`src/rtl/crono_ctrl.sv`:
```
// crono_ctrl: stopwatch sequencer (button edits, 1 Hz carry burst, shared clear).
// Optional up/down auto-repeat is built only when CRONO_AUTOREPEAT_EN is defined.
module crono_ctrl #(
  parameter int REP_DELAY  = 50_000_000,
  parameter int REP_PERIOD = 10_000_000
) (
  input  logic       clk,
  input  logic       rst,
  input  logic       btn_field,
  input  logic       btn_up,
  input  logic       btn_down,
  input  logic       btn_start,
  input  logic       btn_clear,
  input  logic       tick_1hz,
  input  logic [5:0] seg_val,
  input  logic [5:0] min_val,
  input  logic [4:0] hr_val,
  output logic [1:0] en,
  output logic       aumento,
  output logic       disminuye,
  output logic       clr_cnt,
  output logic       running,
  output logic       full
);

  typedef enum logic [2:0] {
    S_IDLE, S_RUN, S_INC_SEG, S_INC_MIN, S_INC_HR, S_FULL
  } state_t;

  localparam logic [1:0] F_NONE = 2'd0;
  localparam logic [1:0] F_MIN  = 2'd1;
  localparam logic [1:0] F_SEG  = 2'd2;
  localparam logic [1:0] F_HR   = 2'd3;

  state_t     state, state_nx;
  logic [1:0] sel, sel_nx;
  logic       c_min, c_hr, c_min_nx, c_hr_nx;

  // Inputs are sampled once, then edge-detected against the previous sample.
  logic       field_q, up_q, down_q, start_q, clear_q, tick_q;
  logic       field_p, up_p, down_p, start_p, clear_p;
  logic [5:0] seg_q, min_q;
  logic [4:0] hr_q;
  logic       field_e, up_e, down_e, start_e, clear_e;
  logic       at_max;

  logic [1:0] en_nx;
  logic       aumento_nx, disminuye_nx, clr_nx, running_nx, full_nx;
  logic       up_hit, dn_hit;

`ifdef CRONO_AUTOREPEAT_EN
  localparam int CW = $clog2(REP_DELAY + 1);
  logic [CW-1:0] rep_cnt, rep_nx;
`else
  logic unused_params;
  assign unused_params = ^{32'(REP_DELAY), 32'(REP_PERIOD)};
`endif

  assign field_e = field_q & ~field_p;
  assign up_e    = up_q    & ~up_p;
  assign down_e  = down_q  & ~down_p;
  assign start_e = start_q & ~start_p;
  assign clear_e = clear_q & ~clear_p;
  assign at_max  = (hr_q == 5'd23) && (min_q == 6'd59) && (seg_q == 6'd59);

  always_comb begin
    state_nx = state;
    sel_nx   = sel;
    c_min_nx = c_min;
    c_hr_nx  = c_hr;
    up_hit   = 1'b0;
    dn_hit   = 1'b0;
    clr_nx   = 1'b0;
`ifdef CRONO_AUTOREPEAT_EN
    rep_nx   = '0;
`endif
    case (state)
      S_IDLE: begin
        if (start_e) begin
          state_nx = S_RUN;
        end else if (field_e) begin
          case (sel)
            F_SEG:   sel_nx = F_MIN;
            F_MIN:   sel_nx = F_HR;
            default: sel_nx = F_SEG;
          endcase
        end else begin
          up_hit = up_e & ~down_e;
          dn_hit = down_e & ~up_e;
`ifdef CRONO_AUTOREPEAT_EN
          if (up_e || down_e) begin
            rep_nx = (up_e ^ down_e) ? CW'(1) : '0;
          end else if ((up_q ^ down_q) && (rep_cnt != '0)) begin
            // Reload so the next hit lands REP_PERIOD cycles later.
            if (rep_cnt == CW'(REP_DELAY)) begin
              up_hit = up_q;
              dn_hit = down_q;
              rep_nx = CW'(REP_DELAY - REP_PERIOD + 1);
            end else begin
              rep_nx = rep_cnt + CW'(1);
            end
          end
`endif
        end
      end
      S_RUN: begin
        if (start_e) begin
          state_nx = S_IDLE;
        end else if (tick_q) begin
          if (at_max) begin
            state_nx = S_FULL;
          end else begin
            state_nx = S_INC_SEG;
            c_min_nx = (seg_q == 6'd59);
            c_hr_nx  = (seg_q == 6'd59) && (min_q == 6'd59);
          end
        end
      end
      S_INC_SEG: state_nx = c_min ? S_INC_MIN : S_RUN;
      S_INC_MIN: state_nx = c_hr ? S_INC_HR : S_RUN;
      S_INC_HR:  state_nx = S_RUN;
      S_FULL:    state_nx = S_FULL;
      default:   state_nx = S_IDLE;
    endcase

    if (clear_e) begin
      state_nx = S_IDLE;
      sel_nx   = F_SEG;
      up_hit   = 1'b0;
      dn_hit   = 1'b0;
      clr_nx   = 1'b1;
`ifdef CRONO_AUTOREPEAT_EN
      rep_nx   = '0;
`endif
    end

    // Outputs are derived from the state being entered, then registered.
    case (state_nx)
      S_IDLE:    en_nx = sel_nx;
      S_INC_SEG: en_nx = F_SEG;
      S_INC_MIN: en_nx = F_MIN;
      S_INC_HR:  en_nx = F_HR;
      default:   en_nx = F_NONE;
    endcase
    aumento_nx   = up_hit || (state_nx == S_INC_SEG) || (state_nx == S_INC_MIN) ||
                   (state_nx == S_INC_HR);
    disminuye_nx = dn_hit;
    running_nx   = (state_nx == S_RUN) || (state_nx == S_INC_SEG) ||
                   (state_nx == S_INC_MIN) || (state_nx == S_INC_HR);
    full_nx      = (state_nx == S_FULL);
  end

  always_ff @(posedge clk or negedge rst) begin
    if (!rst) begin
      state     <= S_IDLE;
      sel       <= F_SEG;
      c_min     <= 1'b0;
      c_hr      <= 1'b0;
      field_q   <= 1'b0;
      up_q      <= 1'b0;
      down_q    <= 1'b0;
      start_q   <= 1'b0;
      clear_q   <= 1'b0;
      tick_q    <= 1'b0;
      field_p   <= 1'b0;
      up_p      <= 1'b0;
      down_p    <= 1'b0;
      start_p   <= 1'b0;
      clear_p   <= 1'b0;
      seg_q     <= '0;
      min_q     <= '0;
      hr_q      <= '0;
      en        <= F_NONE;
      aumento   <= 1'b0;
      disminuye <= 1'b0;
      clr_cnt   <= 1'b0;
      running   <= 1'b0;
      full      <= 1'b0;
`ifdef CRONO_AUTOREPEAT_EN
      rep_cnt   <= '0;
`endif
    end else begin
      state     <= state_nx;
      sel       <= sel_nx;
      c_min     <= c_min_nx;
      c_hr      <= c_hr_nx;
      field_q   <= btn_field;
      up_q      <= btn_up;
      down_q    <= btn_down;
      start_q   <= btn_start;
      clear_q   <= btn_clear;
      tick_q    <= tick_1hz;
      field_p   <= field_q;
      up_p      <= up_q;
      down_p    <= down_q;
      start_p   <= start_q;
      clear_p   <= clear_q;
      seg_q     <= seg_val;
      min_q     <= min_val;
      hr_q      <= hr_val;
      en        <= en_nx;
      aumento   <= aumento_nx;
      disminuye <= disminuye_nx;
      clr_cnt   <= clr_nx;
      running   <= running_nx;
      full      <= full_nx;
`ifdef CRONO_AUTOREPEAT_EN
      rep_cnt   <= rep_nx;
`endif
    end
  end

endmodule

```
`config.mk`:
```
export PLATFORM = sky130hd
export DESIGN_NAME = crono_ctrl
export DESIGN_NICKNAME = d
export VERILOG_FILES = /design/src/rtl/crono_ctrl.sv
export SDC_FILE = /design/constraint.sdc
export NUM_CORES = 1
export LEC_CHECK = 0
export ABC_CLOCK_PERIOD_IN_PS = 1700
export BUFFER_PORTS_ARGS = -buffer_cell sky130_fd_sc_hd__buf_2
export CAP_MARGIN = 20
export CORE_ASPECT_RATIO = 1.5
export CORE_MARGIN = 10
export CORE_UTILIZATION = 47
export DETAILED_ROUTE_END_ITERATION = 12
export GPL_TIMING_DRIVEN = 0
export PLACE_DENSITY = 0.73
export SLEW_MARGIN = 10
export SYNTH_ARGS = -nofsm -noshare
export SYNTH_HDL_FRONTEND = slang
export SYNTH_SLANG_ARGS = --single-unit
```
`constraint.sdc`:
```
create_clock -name clk -period 1.7 [get_ports clk]
set_input_delay 0.34 -clock clk [delete_from_list [all_inputs] [get_ports clk]]
set_output_delay 0.34 -clock clk [all_outputs]
set_load 0.03 [all_outputs]
```
**Word level (Yosys, flattened, before mapping)**

Index checks and enable logic that the tools add are counted.

- Bits of input ports: 25
- Bits in registers: 42
- Output and inout port bits: 7

- Multiplexer cells: 23
- Reduce and logical (&&, ||, !) cells: 12
- Bitwise operators: 16
- Equality and inequality tests: 15

Operators by type and width:

| operator | count |
|---|---|
| $mux W3 | 6 |
| $pmux W3 S6 | 1 |
| $eq A3 B2 Y1 const B | 4 |
| $eq A3 B3 Y1 const B | 4 |
| $eq A6 B6 Y1 const B | 2 |
| $mux W2 | 5 |
| $mux W1 | 9 |
| $not A1 Y1 | 9 |
| $pmux W2 S4 | 1 |
| $and A1 B1 Y1 | 7 |
| $eq A3 B1 Y1 const B | 2 |
| $logic_not A3 Y1 | 2 |
| $logic_or A1 B1 Y1 | 6 |
| $eq A5 B5 Y1 const B | 1 |
| $pmux W2 S2 | 1 |
| $reduce_and A4 Y1 | 1 |
| $logic_and A1 B1 Y1 | 3 |
| $eq A2 B1 Y1 const B | 1 |
| $eq A2 B2 Y1 const B | 1 |

**Depth between registers and ports, before layout**

Gate-level depths: netlist of the first run.

- Word-level depth: 12
- Depth in mapped cells: 6

**Worst setup path before layout of the first run**

No wires, ideal clock.

- Path type: reg2reg
- From: reg seg_q[2]
- To: reg aumento
- Data required time: 1.567 ns
- Clock period less this slack: 1.839 ns
- Arrival: 1.705 ns
- Cell stages (with the launch flop): 6
- Path slack: -0.139 ns
- Cells stage by stage: dfrtp_1 > nand4b_1 > or4_4 > or3_4 > a21boi_4 > o211ai_2

- Cells in the longest elaborated chain, start to end: 11
- Elaborated cells between the ends (all ways): 13
- Those cells by class: 4 x eq/ne; 5 x mux; 4 x reduce/logical

RTL lines:

| item | RTL line | RTL |
|---|---|---|
| from (decl) | 42 | `logic [5:0] seg_q, min_q;` |
| from (signal assigned) | 198 | `seg_q <= seg_val;` |
| $eq A6 B6 Y1 (*) | 64 | `assign at_max = (hr_q == 5'd23) && (min_q == 6'd59) && (seg_q == 6'd59);` |
| $logic_and A1 B1 Y1 (*) | 64 |  |
| $mux W3 (*) | 110 | `if (at_max) begin` |
| $mux W3 (*) | 109 | `end else if (tick_q) begin` |
| $mux W3 (*) | 107 | `if (start_e) begin` |
| $pmux W3 S6 (*) | 77 | `case (state)` |
| $mux W3 (*) | 126 | `if (clear_e) begin` |
| via state_nx[0] | 35 | `state_t state, state_nx;` |
| $eq A3 B2 Y1 | 145 | `aumento_nx = up_hit \|\| (state_nx == S_INC_SEG) \|\| (state_nx == S_INC_MIN) \|\|` |
| $logic_or A1 B1 Y1 (2 in a row) | 145 |  |
| $logic_or A1 B1 Y1 (*) | 145 |  |
| via aumento_nx | 48 | `logic aumento_nx, disminuye_nx, clr_nx, running_nx, full_nx;` |
| to (signal assigned) | 202 | `aumento <= aumento_nx;` |
| to (decl) | 19 | `output logic aumento,` |

The timed path passes the listed nets; every way through them passes the cells marked *.
A chain may end at the register's enable or synchronous reset.

**Worst setup path in the final report of the first run**

Same ends and word-level chain as after synthesis.

==> results of run 1 <==
layout by cell type, fill, tap and decap left out, drive strengths merged, types with 2 or more instances in the layout:
cell type / n
a21oi: 4
and2b: 2
buf: 37
clkbuf: 8
dfrtp: 41
inv: 5
nand2: 7
nand2b: 2
nand3: 2
nand4b: 3
nor2: 5
nor2b: 3
o21a: 2
o21ai: 4
per-stage QoR:
stage | total power (uW) | utilization | setup TNS (ns) | hold slack (ns) | worst slack, ns
floorplan | 1430 | - | -0.416 | 0.0444 | -0.127
global placement | 1540 | 0.550 | -0.958 | 0.353 | -0.211
detailed placement | 1560 | 0.550 | -1.21 | 0.358 | -0.270
CTS | 2360 | 0.600 | -1.30 | 0.140 | -0.236
global route | 2480 | 0.609 | -1.80 | 0.133 | -0.314
finish | 2350 | 0.609 | -1.35 | 0.152 | -0.231
state kept, by name, indices dropped and copies added, names as in the netlist, 2 cells and up:
register and flops:
min_q 6, hr_q 5, sel 2, state 3, seg_q 6, en 2
what timing repair did:
item                                   in CTS  in global routing
endpoints found under the hold margin       0                  0
setup buffers                               3                  3
resized for setup                           2                  3
pin swaps                                   4                  3
setup endpoints to repair                   7                  8
worst min path at each step:
stage | startpoint | end | cells past startpoint
global route | btn_field | field_q | 1
floorplan | rst | aumento | 0
CTS | hr_val[2] | hr_q[2] | 1
finish | rst | disminuye | 1
global placement | up_q | up_p | 0
detailed placement | field_q | field_p | 0
area by class of cell:
type | instances | area [um^2]
inverter | 5 | 18.8
sequential | 42 | 1050
clock inverter | 1 | 30.0
buffer | 1 | 3.75
timing repair buffer | 37 | 208
multi-input combinational | 56 | 437
clock buffer | 7 | 86.3
tap | 40 | 50.0
fill | 251 | 1210
metal layers:
layer	vias to the layer above	global-route usage	wire, um
met5	-	0	0
met1	474	0.0954	950
met4	0	0.0612	79
li1	452	-	-
met2	36	0.176	1480
met3	6	0.0477	198
cell usage after synthesis, types with 2 or more instances:
cell type	number
o21ai_1	2
and2b_1	2
inv_1	4
a21oi_1	3
o21a_1	2
nand3_1	2
nor2b_1	3
dfrtp_1	41
nand4b_1	3
nand2_1	6
nor2_1	4
report_power, final:
part / switching [uW] / internal [uW] / total [uW]
clock: 301 / 478 / 779
combinational: 232 / 166 / 398
sequential: 55.8 / 1110 / 1170
critical path: stages (launching register included):
cell      delay [ns]
dfrtp_1         0.35
nand4b_1        0.19
or4_4           0.52
or3_4           0.40
a21boi_4        0.23
o211ai_2        0.12
cells by family (layout without fill, tap and decap cells):
kind of cell / after synthesis / count (layout) / share of synthesized area
AOI/OAI and AO/OA: 19 / 19 / 0.109
buffers and inverters: 6 / 51 / 0.0150
DFF: 42 / 42 / 0.703
and+or+nand+nor: 34 / 34 / 0.150
adders and majority gates: 1 / 1 / 0.00835
muxes: 2 / 2 / 0.0142
==> metrics.md, run 1 <==
| Metric | Value |
|---|---|
| Setup violators final | 7 |
| Max Cap Viol | 0 |
| Worst Max-Slew Pin Slew | 0.849 ns |
| Leakage | 0.000934 uW |
| HP Class | in2async |
| Detailed Route Iter0 Violations | 21 |
| Commonest register cell after synthesis | dfrtp_1 |
| Startpoint types | flip-flop |
| Synth Area per Inst | approximately 14 um^2 |
| Die height | approximately 90 um |
| Fin area | about 1900 um^2 |
| RSZ-0062 raised after global routing | true |
| GRT Total Usage | 0.102 |
| CTS max path bufs | 2 |
| Final #Nets | roughly 170 |
| Slew HR | 0.434 |
| Critical path class | reg2reg |
| Wire length per cell | 14.4 um |
| Hold Vio Cnt, Final | 0 |
| Asr flop ratio synth | 1.00 |
| Via/cell ratio | roughly 5.1 |
| Post-DRT Antenna Nets | 0 |
| Yosys reg bits | 42 |
| Cell count after synthesis | 104 |
| Status | finished, violations left |
| Starting Density | 0.484 |
| Ys Warns | 0 |
| Highest Clock Rate | 518 MHz |
| Non-Filler Instances | 189 |
| Layout area overhead | 25.9% |
| Cts bufs inserted | 5 |
| Pwr Density | 1240 nW/um^2 |
| EDFF count, synth | 0 |
| Vias in the first global route | 1062 |
| Layout cells sized above 1 | 0.416 |
| Final max-slew violation count | 0 |
| Worst-Skew Late Latency | ~0.29 ns |
| Clock skew | 0.00751 ns |
| CTS tree | done |
| Die area | 5890 um^2 |
| R2R setup slack | -0.23 ns |
| Leading area contributor after synthesis | dfrtp_1 |
| Crit path time final | 1.93 ns |
| Crit end category | flip-flop |
| Period utilization | 1.14 |
| Failing checks | setup timing |
| Maximum vdd drop | 0.000993 V |
| Clk pin slew, worst setup/hold paths | 0.07 ns |
| # port buffers | 31 |
| Post-synth cell types | 43 |
| CP Capture Point | aumento |
| Root buffer cell | clkbuf_8 |
| Core area | 3100 um^2 |
| Via count | 968 |
| Worst r2r dst | aumento |
| Clock Sinks | 42 |
| Worst-case reg-to-reg path depth | 5 |
| Net count after synthesis | 130 |
| Worst R2R Start | seg_q[2] |
| Critical-path maximum fanout | 5 |
| Crit. Startpoint | seg_q[2] |
| TritonRoute pass-1 iters | 4 |
| Worst path required time | 1.86 ns |
| Detailed Route WL | approximately 2.7 mm |
| Crit path DAT | approximately 2.1 ns |
| # IOs | 32 |
| Largest net degree at the start of global routing | 43 |
| Initial antenna violation count | 0 |
| # rows | 25 |
| First-pass GRT wire length | approximately 4.6 mm |
| Sequential area share after synthesis | 0.703 |
| N_diodes | 0 |
| Post-Syn Area | between 1000 and 1500 um^2 |
| Hpwl dp | 1.96 mm |
| Synth area leaders | dfrtp_1 (69%), dfstp_2 (1.8%), nand4b_1 (1.8%) |
| Dpl cells | 175 |
| H-tree levels | 2 |
| Gr ovfl total | 0 |
| DRC | 0 |
| GPL Wtd Cong | 0.855 |
| Synth top area share | 0.685 |
| Setup ws final | -0.231 ns |
| # hold bufs at CTS | 0 |
| Die width | 66.1 um |
| Dpl cell area | 1700 um^2 |
(Power assumes the default switching activity.)
==> run 2, diff against run 1 <==
--- a/config.mk
+++ b/config.mk
@@ -6,14 +6,14 @@
 export NUM_CORES = 1
 export LEC_CHECK = 0
 export ABC_CLOCK_PERIOD_IN_PS = 1700
-export BUFFER_PORTS_ARGS = -buffer_cell sky130_fd_sc_hd__buf_2
 export CAP_MARGIN = 20
 export CORE_ASPECT_RATIO = 1.5
 export CORE_MARGIN = 10
-export CORE_UTILIZATION = 47
+export CORE_UTILIZATION = 54
 export DETAILED_ROUTE_END_ITERATION = 12
+export DONT_BUFFER_PORTS = 1
 export GPL_TIMING_DRIVEN = 0
-export PLACE_DENSITY = 0.73
+export PLACE_DENSITY = 0.72
 export SLEW_MARGIN = 10
 export SYNTH_ARGS = -nofsm -noshare
 export SYNTH_HDL_FRONTEND = slang
==> metrics.md, run 2 (synthesized netlist as in run 1, its figures left out) <==
| Metric | Value |
|---|---|
| Status | finished, violations left (unchanged) |
| Failing checks | setup timing (unchanged) |
| GRT Total Usage | 0.0944 (was 0.102) |
| Worst path required time | 1.85 ns (was 1.86 ns) |
| CTS tree | done (unchanged) |
| Largest net degree at the start of global routing | 43 (unchanged) |
| Critical-path maximum fanout | 5 (unchanged) |
| Initial antenna violation count | 0 (unchanged) |
| TritonRoute pass-1 iters | 4 (unchanged) |
| Critical path class | reg2reg (unchanged) |
| R2R setup slack | -0.27 ns (was -0.23 ns) |
| H-tree levels | 2 (unchanged) |
| Leakage | 0.000791 uW (was 0.000934 uW) |
| WHS Path Cells | 0 |
| Worst R2R Start | seg_q[2] (unchanged) |
| Vias in the first global route | 935 (was 1062) |
| Layout area overhead | 13.6% (was 25.9%) |
| Clk pin slew, worst setup/hold paths | 0.07 ns (about the same) |
| Biggest regs | min_q: 6 flops, seg_q: 6 flops, hr_q: 5 flops (unchanged) |
| Startpoint types | flip-flop (unchanged) |
| Hpwl dp | 1.75 mm (was 1.96 mm) |
| CP max stage cell | or4_4 (unchanged) |
| Crit path DAT | 2.13 ns (was 2.09 ns) |
| Hold Crit Endpoint | down_q |
| Worst-Skew Late Latency | 0.28 ns (was 0.29 ns) |
| HP Start | btn_down |
| Critical-path cell list | nand4b_1, or4_4, or3_4, a21boi_4, o211ai_2 (unchanged) |
| Setup violators final | 7 (unchanged) |
| Pint | 1530 uW (was 1760 uW) |
| # IOs | 32 (unchanged) |
| Cts bufs inserted | 5 (unchanged) |
| Layout cells sized above 1 | 0.231 (was 0.416) |
| Most common cell after layout, fill and taps aside | dfrtp_1 (unchanged) |
| Commonest non-fill, non-tap cells in the layout | dfrtp_1 (41), nand2_1 (6), clkbuf_8 (5) (was dfrtp_1 (41), buf_2 (31), nand2_1 (6), clkbuf_8 (6), buf_4 (4)) |
| Sequential share of power | 0.595 (was 0.498) |
| Worst r2r dst | aumento (unchanged) |
| Detailed Route Iter0 Violations | 11 (was 21) |
| Setup ws final | -0.274 ns (was -0.231 ns) |
| Starting Density | 0.560 (was 0.484) |
| Dpl cells | 141 (was 175) |
| Highest Clock Rate | 506 MHz (was 518 MHz) |
| CTS max path bufs | 2 (unchanged) |
| Gr ovfl total | 0 (unchanged) |
| Die width | 63 um (was 66.1 um) |
| NetSw | 551 uW (was 588 uW) |
| Via/cell ratio | 5.31 (was 5.12) |
| Fillcell total | 202 (was 251) |
| Pwr Density | 1220 nW/um^2 (was 1240 nW/um^2) |
| WP buf/inv | 0 (unchanged) |
| RSZ-0062 raised after global routing | true (unchanged) |
| Largest stage delay, worst path | 0.54 ns (was 0.52 ns) |
| Detailed Route WL | 2.46 mm (was 2.71 mm) |
| Clock skew | 0.00427 ns (was 0.00751 ns) |
| Die area | 5320 um^2 (was 5890 um^2) |
| First-pass GRT wire length | 4.03 mm (was 4.59 mm) |
| Final #Nets | 143 (was 174) |
| Clock power frac | 0.268 (was 0.332) |
| Slew HR | 0.500 (was 0.434) |
| GPL Wtd Cong | 0.834 (was 0.855) |
| Combinational cell fraction of total power | 0.136 (was 0.170) |
| # port buffers | 0 (was 31) |
| Setup TNS | -1.59 ns (was -1.35 ns) |
| Hold Vio Cnt, Final | 0 (unchanged) |
| Via count | 817 (was 968) |
| Post-DRT Antenna Nets | 0 (unchanged) |
| Non-Filler Instances | 154 (was 189) |
| Wire length per cell | 16.0 um (was 14.4 um) |
| Period utilization | 1.16 (was 1.14) |
| Die height | 84.5 um (was 89.1 um) |
| HP Class | in2reg (was in2async) |
| Max Cap Viol | 0 (unchanged) |
| Multi-input logic area | 444 um^2 (was 437 um^2) |
| Core area | 2680 um^2 (was 3100 um^2) |
| Crit path time final | 1.97 ns (was 1.93 ns) |
| Worst Max-Slew Pin Slew | 0.739 ns (was 0.849 ns) |
| DRC | 0 (unchanged) |
| N_diodes | 0 (unchanged) |
| Clock Sinks | 42 (unchanged) |
| Switching share of total power | 0.265 (was 0.251) |
| Crit end category | flip-flop (unchanged) |
| # rows | 23 (was 25) |
| Maximum vdd drop | 0.000813 V (was 0.000993 V) |
| FF+latch area | 1050 um^2 (unchanged) |
| Final max-slew violation count | 0 (unchanged) |
| Root buffer cell | clkbuf_8 (unchanged) |
| Worst-case reg-to-reg path depth | 5 (unchanged) |
| CP delay by family, top | simple AND/OR/NAND/NOR gates (unchanged) |
## run 2: what timing repair did
| action | CTS | global route |
|---|---|---|
| hold buffers | 2 | 0 |
| pin swaps | 4 | 2 |
| resized for setup | 1 | 2 |
| setup endpoints to repair | 7 | 8 |
| endpoints found under the hold margin | 42 | 0 |
| buffers inserted | 2 | 2 |
## run 2: routing by layer
layer	GRT usage	share of wire	vias up
li1	-	-	387
met1	0.0854	0.37	402
met2	0.171	0.56	26
met3	0.0452	0.061	2
met4	0.0429	0.0093	0
met5	0	0	-
## run 2: per-stage QoR
step | worst slack, ns | instance area (um^2) | total power [uW] | util | hold WS (ns)
2_1_floorplan | -0.127 | 1500 | 1430 | - | 0.0444
5_1_grt | -0.360 | 1700 | 2190 | 0.636 | 0.0635
3_3_place_gp | -0.245 | 1540 | 1470 | 0.577 | 0.0458
4_1_cts | -0.276 | 1680 | 2090 | 0.626 | 0.0698
3_5_place_dp | -0.278 | 1540 | 1490 | 0.577 | 0.0459
6_report | -0.274 | 1700 | 2080 | 0.636 | 0.0844
## run 2: final cells by class
cell class                      instances  area share
Timing Repair Buffer                    6      0.0353
Tap cell                               37      0.0272
Clock buffer                            7      0.0449
Inverter                                5      0.0110
Multi-Input combinational cell         56       0.261
Sequential cell                        42       0.618
Buffer                                  1     0.00221
## run 2: power groups by stage
stage / registers [uW] / logic [uW] / clock network (uW)
CTS: 1240 / 269 / 578
floorplan: 1240 / 192 / 0
global route: 1250 / 317 / 620
detailed placement: 1260 / 227 / 0
global placement: 1260 / 218 / 0
finish: 1240 / 283 / 558
## run 2: worst max-delay path by stage
stage / startpoint / end / slack [ns] / cells after the start
floorplan: seg_q[2] / aumento / -0.13 / 5
global placement: seg_q[2] / aumento / -0.24 / 5
detailed placement: seg_q[2] / aumento / -0.28 / 5
CTS: seg_q[2] / aumento / -0.28 / 5
global route: seg_q[2] / aumento / -0.36 / 6
finish: seg_q[2] / aumento / -0.27 / 5
## run 2: worst register-to-register path, delay by kind of cell, from the launching register on
kind             cells  cell delay (ns)
flip-flops           1             0.35
AND/OR/NAND/NOR      3             1.14
AO/OA/AOI/OAI        2             0.36
